===== src/rtl/gpu_vga_pkg.sv =====
// Shared GPU-to-VGA definitions: pixel width, default raster geometry,
// the span record and the pixel streamer's decision states.
package gpu_vga_pkg;

  localparam int PIX_W        = 6;
  localparam int DEF_H_ACTIVE = 640;
  localparam int DEF_V_ACTIVE = 480;
  localparam int DEF_X_W      = 10;

  typedef struct packed {
    logic [DEF_X_W-1:0] x0;
    logic [DEF_X_W-1:0] x1;
    logic [PIX_W-1:0]   color;
    logic               last;
  } span_t;

  typedef enum logic [1:0] {
    ST_RUN    = 2'd0,
    ST_CLOSED = 2'd1,
    ST_FLUSH  = 2'd2
  } state_t;

endpackage


===== src/rtl/span_fifo.sv =====
// Synchronous FIFO for packed span records; show-ahead read of the head entry.
// A push into a full FIFO is accepted when a pop happens in the same cycle.
module span_fifo #(
  parameter int W     = 27,
  parameter int DEPTH = 2
) (
  input  logic         i_clk,
  input  logic         i_rst,
  input  logic         i_push,
  input  logic [W-1:0] i_data,
  input  logic         i_pop,
  output logic [W-1:0] o_data,
  output logic         o_full,
  output logic         o_empty
);

  localparam int AW = $clog2(DEPTH);

  logic [W-1:0]  r_mem [DEPTH];
  logic [AW-1:0] r_wr;
  logic [AW-1:0] r_rd;
  logic [AW:0]   r_count;
  logic          w_push;
  logic          w_pop;

  assign o_full  = (r_count == (AW+1)'(DEPTH));
  assign o_empty = (r_count == '0);
  assign w_pop   = i_pop & !o_empty;
  assign w_push  = i_push & (!o_full | w_pop);
  assign o_data  = r_mem[r_rd];

  // NOTE: storage is left unreset; the count alone decides which entries are meaningful.
  always_ff @(posedge i_clk) begin
    if (w_push) r_mem[r_wr] <= i_data;
  end

  always_ff @(posedge i_clk or posedge i_rst) begin
    if (i_rst) begin
      r_wr    <= '0;
      r_rd    <= '0;
      r_count <= '0;
    end else begin
      if (w_push) r_wr <= r_wr + AW'(1);
      if (w_pop)  r_rd <= r_rd + AW'(1);
      case ({w_push, w_pop})
        2'b10:   r_count <= r_count + (AW+1)'(1);
        2'b01:   r_count <= r_count - (AW+1)'(1);
        default: r_count <= r_count;
      endcase
    end
  end

endmodule


===== src/rtl/span_pixel_streamer.sv =====
// Expands per-line colour spans into a raster-ordered pixel stream with a
// valid/ready output register, background fill and line/frame done pulses.
module span_pixel_streamer
  import gpu_vga_pkg::*;
#(
  parameter int H_ACTIVE   = DEF_H_ACTIVE,
  parameter int V_ACTIVE   = DEF_V_ACTIVE,
  parameter int X_W        = DEF_X_W,
  parameter int FIFO_DEPTH = 2
) (
  input  logic             clk_20,
  input  logic             reset,
  input  logic [PIX_W-1:0] bg_color,
  input  logic             span_valid,
  output logic             span_ready,
  input  logic [X_W-1:0]   span_x0,
  input  logic [X_W-1:0]   span_x1,
  input  logic [PIX_W-1:0] span_color,
  input  logic             span_last,
  input  logic             vga_ready_in,
  output logic             vga_data_valid_out,
  output logic [PIX_W-1:0] vga_data_out,
  output logic             line_done,
  output logic             frame_done
);

  localparam int             Y_W    = $clog2(V_ACTIVE);
  localparam logic [X_W-1:0] X_LAST = X_W'(H_ACTIVE - 1);
  localparam logic [Y_W-1:0] Y_LAST = Y_W'(V_ACTIVE - 1);

  typedef struct packed {
    logic [X_W-1:0]   x0;
    logic [X_W-1:0]   x1;
    logic [PIX_W-1:0] color;
    logic             last;
  } span_lt;

  span_lt           w_push_span;
  span_lt           w_head;
  logic             w_full;
  logic             w_empty;
  logic             w_push;
  logic             w_pop;
  logic             w_load;
  logic             w_accept;
  logic             w_emit;
  logic             w_eol_x;
  logic [X_W-1:0]   w_x1_eff;
  logic [PIX_W-1:0] w_pix;
  state_t           w_state_nxt;

  state_t           r_state;
  logic [X_W-1:0]   r_x;
  logic [Y_W-1:0]   r_y;
  logic             r_valid;
  logic [PIX_W-1:0] r_data;
  logic             r_eol;
  logic             r_eof;
  logic             r_line_done;
  logic             r_frame_done;

  assign span_ready  = !w_full;
  assign w_push      = span_valid & !w_full;
  assign w_push_span = '{x0: span_x0, x1: span_x1, color: span_color, last: span_last};

  span_fifo #(
    .W     ($bits(span_lt)),
    .DEPTH (FIFO_DEPTH)
  ) u_span_fifo (
    .i_clk   (clk_20),
    .i_rst   (reset),
    .i_push  (w_push),
    .i_data  (w_push_span),
    .i_pop   (w_pop),
    .o_data  (w_head),
    .o_full  (w_full),
    .o_empty (w_empty)
  );

  assign w_load   = !r_valid | vga_ready_in;
  assign w_accept = r_valid & vga_ready_in;
  assign w_eol_x  = (r_x == X_LAST);
  // Spans running past the visible line end are clipped to its last pixel.
  assign w_x1_eff = (w_head.x1 > X_LAST) ? X_LAST : w_head.x1;

  always_comb begin
    // NOTE: every signal written here gets a default first so no latch is inferred.
    w_state_nxt = r_state;
    w_pop       = 1'b0;
    w_emit      = 1'b0;
    w_pix       = bg_color;
    case (r_state)
      ST_FLUSH: begin
        if (!w_empty) begin
          w_pop = 1'b1;
          if (w_head.last) w_state_nxt = ST_RUN;
        end
      end
      ST_CLOSED: w_emit = w_load;
      ST_RUN: begin
        if (w_load && !w_empty) begin
          if ((w_head.x0 > w_head.x1) || (w_x1_eff < r_x)) begin
            w_pop = 1'b1;
            if (w_head.last) w_state_nxt = ST_CLOSED;
          end else if (r_x < w_head.x0) begin
            w_emit = 1'b1;
          end else begin
            w_emit = 1'b1;
            w_pix  = w_head.color;
            if (r_x == w_x1_eff) begin
              w_pop = 1'b1;
              if (w_head.last) w_state_nxt = ST_CLOSED;
            end
          end
        end
      end
      default: w_state_nxt = ST_RUN;
    endcase
    // Ending a line whose last span was never consumed leaves its leftovers to flush.
    if (w_emit && w_eol_x) begin
      w_state_nxt = ((r_state == ST_CLOSED) || (w_pop && w_head.last)) ? ST_RUN : ST_FLUSH;
    end
  end

  always_ff @(posedge clk_20 or posedge reset) begin
    if (reset) begin
      r_state      <= ST_RUN;
      r_x          <= '0;
      r_y          <= '0;
      r_valid      <= 1'b0;
      r_data       <= '0;
      r_eol        <= 1'b0;
      r_eof        <= 1'b0;
      r_line_done  <= 1'b0;
      r_frame_done <= 1'b0;
    end else begin
      r_state      <= w_state_nxt;
      r_line_done  <= w_accept & r_eol;
      r_frame_done <= w_accept & r_eof;
      if (w_load) begin
        r_valid <= w_emit;
        if (w_emit) begin
          r_data <= w_pix;
          r_eol  <= w_eol_x;
          r_eof  <= w_eol_x && (r_y == Y_LAST);
        end
      end
      if (w_emit) begin
        if (w_eol_x) begin
          r_x <= '0;
          r_y <= (r_y == Y_LAST) ? '0 : r_y + Y_W'(1);
        end else begin
          r_x <= r_x + X_W'(1);
        end
      end
    end
  end

  assign vga_data_valid_out = r_valid;
  assign vga_data_out       = r_data;
  assign line_done          = r_line_done;
  assign frame_done         = r_frame_done;

endmodule


===== config.mk =====
export PLATFORM = sky130hd
export DESIGN_NAME = span_pixel_streamer
export DESIGN_NICKNAME = d
export VERILOG_FILES = /design/src/rtl/gpu_vga_pkg.sv /design/src/rtl/span_fifo.sv /design/src/rtl/span_pixel_streamer.sv
export SDC_FILE = /design/constraint.sdc
export NUM_CORES = 1
export LEC_CHECK = 0
export ABC_AREA = 1
export ABC_CLOCK_PERIOD_IN_PS = 5100
export CELL_PAD_IN_SITES_DETAIL_PLACEMENT = 1
export CELL_PAD_IN_SITES_GLOBAL_PLACEMENT = 1
export CORE_MARGIN = 4
export CORE_UTILIZATION = 48
export DETAILED_ROUTE_END_ITERATION = 8
export PLACE_DENSITY = 0.95
export SYNTH_ARGS = -nofsm -noshare
export SYNTH_HDL_FRONTEND = slang
export SYNTH_SLANG_ARGS = --single-unit

===== constraint.sdc =====
create_clock -name clk_20 -period 5.1 [get_ports clk_20]
set_clock_uncertainty 0.2 [all_clocks]
set_input_delay 0.51 -clock clk_20 [delete_from_list [all_inputs] [get_ports clk_20]]
set_output_delay 0.51 -clock clk_20 [all_outputs]
set_load 0.03 [all_outputs]

==> metrics <==
status finished clean; Critical Path, Cell by Cell buf_4 > mux2i_1 > a21oi_1 > inv_1 > nand2_1 > ha_1 > nand2_1 > nor2_1 > nand2_1 > nand3_1 > nand2_1 > nand2_1 > nand3_1 > nand3_1 > nand2_1 > ha_1 > a21oi_1 > o21ai_0 > xnor2_1; final period utilization 76.7%; vias after detailed routing about 3,600; H-tree levels 3; num rows 35; Worst-Margin Slew around 0.85 ns; Die ar. 11,200 um^2; vias in the first global route just over 4,000; Crit path largest cell delay 0.39 ns; Routed WL 12.6 mm; # IOs 47; final hold slack 0.296 ns; Max clock buf depth 2; Residual DRC 0; leak pwr 2.35 nW; Max VDD drop 0.218 mV; gr ovfl total 0; sequential share of the synthesized area between 50% and 60%; post-synthesis average cell area ~10 um^2; ys flop type edfxtp_1; latest clock arrival within the worst-skew pair 0.38 ns; Slew headroom about 43%; # resized after CTS 0; first-pass GRT wire length approximately 21 mm; pwr dens 509 nW/um^2; Core Area 9280 um^2; Critical Path Fanout Max 28; vias per inst 5.44; mapped cell area 4600 um^2; CTS buffer count 9; fin. max-slew vios 0; initial antenna violation count 0; Hold Path Class flop to flop; share of cells above drive strength 1 8.21%; top cell type by total area after synthesis edfxtp_1; CTS clk-pin slew, worst paths 0.11 ns; FFs w/ async S/R, synth roughly two fifths; starting density of the core 49.6%; remaining antenna violation count after routing 0; post-layout min period 3.91 ns; crit path DAT 3.97 ns; Die X 106 um; area grow syn2layout 17.1%; Vert. Die Dim ~110 um; drt first pass iters 4; Detailed Place HPWL 8.85 mm; Seq cells post-synth 90; Setup CP Type flop to flop; setup bufs post-CTS 0; worst path bufs/invs 2; CP max-delay cell mux2i_1; Mapped Cells about 470; worst endpoint required time roughly 5.2 ns; Final nets about 590; CTS tree done; Mapped Nets 535; crit path capture type flop; CTS Root Cell clkbuf_8; number of synthesized flops with an enable pin 54; RSZ-0062 raised after global routing no; crit-path leading delay family simple AND/OR/NAND/NOR gates; Yosys cell types 34; share of the synthesized area in the top cell type 35.2%; hold buffer count at cts 0; synth top area cells edfxtp_1 (35%), dfrtp_1 (20%), ha_1 (8.7%), nand2_1 (7.8%), inv_1 (4.9%); GPL Wtd Cong about 0.85; Starting DRT DRC Count 205; MaxCap Viol Count 0; Antenna diodes 0; Fin Setup TNS 0 ns; largest net degree at the start of global routing 37; crit path launch type flop; Hold Violations, Final 0; CTS sink count 90; routed len/inst slightly below 20 um; GRT Resource Usage Total between 20% and 30%; final setup violation count 0; fmax 256 MHz; Worst path most repeated cell nand2_1; Port Buffers 46; Ys Warns 0
[Yosys cell counts (3+ instances only)]
cell / number
nand2_1: 95
inv_1: 60
edfxtp_1: 54
nor2_1: 43
dfrtp_1: 36
ha_1: 32
o21ai_0: 30
nand3_1: 16
a21oi_1: 14
or2_2: 12
nor3_1: 10
xor2_1: 9
mux2i_1: 8
o211ai_1: 6
nand4_1: 5
o21ai_1: 5
nor4_1: 4
buf_4: 3
clkbuf_1: 3
xnor2_1: 3
[power breakdown]
group | internal, mW | switching (mW) | total (mW)
Clock | 0.184 | 0.283 | 0.467
Sequential | 0.944 | 0.101 | 1.04
Combinational | 0.419 | 0.809 | 1.23
Total | 1.55 | 1.19 | 2.74
[placed cells by master, fill, tap and decap left out, types with 3 or more instances in the layout]
cell type | Yosys | final
ha_1 | 32 | 32
or2_2 | 12 | 12
o211ai_1 | 6 | 6
xnor2_1 | 3 | 3
buf_4 | 3 | 4
mux2i_1 | 8 | 8
inv_1 | 60 | 60
dfrtp_1 | 36 | 36
xor2_1 | 9 | 9
clkdlybuf4s50_1 | 0 | 46
nand3_1 | 16 | 16
nor2_2 | 1 | 3
a21oi_1 | 14 | 14
nor2_1 | 43 | 41
edfxtp_1 | 54 | 54
nor3_1 | 10 | 10
o21ai_0 | 30 | 30
nand2_1 | 95 | 95
o21ai_1 | 5 | 5
nand4_1 | 5 | 5
nor4_1 | 4 | 4
clkbuf_8 | 0 | 9
[sequential cells by signal, indices dropped and copies added (netlist names)]
register / flops
frame_done: 1
r_y: 9
r_eof: 1
line_done: 1
r_eol: 1
vga_data_valid_out: 1
r_state: 2
u_span_fifo.r_rd: 1
r_x: 10
u_span_fifo.r_count: 2
u_span_fifo.r_mem: 54
u_span_fifo.r_wr: 1
vga_data_out: 6
[per-layer routing]
metal	part of all wire (%)	global-route usage, %	vias up	routed length (um)
li1	-	-	1663	-
met1	38	26.5	1746	4750
met2	54	44.7	103	6810
met3	4.4	4.68	38	557
met4	3.5	10.5	0	446
met5	0	0	-	0
[cells by family after synthesis]
| group | count (synthesis) | synth area share, % |
|---|---|---|
| buffers and inverters | 70 | 6.15 |
| AOI/OAI and AO/OA | 62 | 7.56 |
| muxes | 8 | 1.74 |
| xor gates and xnor gates | 12 | 2.28 |
| and+or+nand+nor | 192 | 18.7 |
| adders and majority gates | 32 | 8.70 |
| DFF | 90 | 54.8 |
[final cells by class]
class / count / area (um^2)
repair buffers: 50 / 490
multi-input cells: 306 / 1800
well taps: 129 / 161
flip-flops and latches: 90 / 2520
inverters: 62 / 233
fillers: 1053 / 3900
clock buffers: 10 / 128
clock inverters: 6 / 50.0
[tightest hold or removal path, cell delays in order (launching register included)]
cell and delay (ns):
dfrtp_1 0.36, nand2_1 0.06, nand2_1 0.05
[stage by stage]
stage / power [mW] / instance area, um^2 / setup WS [ns] / cells / util [%]
floorplan: 1.81 / 4600 / 2.01 / 466 / -
global placement: 2.06 / 5210 / 1.75 / 637 / 56.1
detailed placement: 2.21 / 5210 / 1.39 / 637 / 56.1
CTS: 2.74 / 5390 / 1.19 / 653 / 58.0
global route: 2.94 / 5390 / 0.863 / 653 / 58.0
finish: 2.74 / 5390 / 1.19 / 653 / 58.0
[final timing paths]
path                                  start                      to  slack, ns  cells past startpoint
max                        u_span_fifo.r_rd  u_span_fifo.r_count[1]       1.19                     19
min                         vga_data_out[4]         vga_data_out[4]       0.30                      2
max reg2reg                u_span_fifo.r_rd  u_span_fifo.r_count[1]       1.19                     19
min reg2reg                 vga_data_out[4]         vga_data_out[4]       0.30                      2
max in group asynchronous             reset                  r_y[4]       4.03                      3
min in group asynchronous             reset         vga_data_out[1]       0.33                      3
Note: power is estimated with default switching activity, not from simulation.
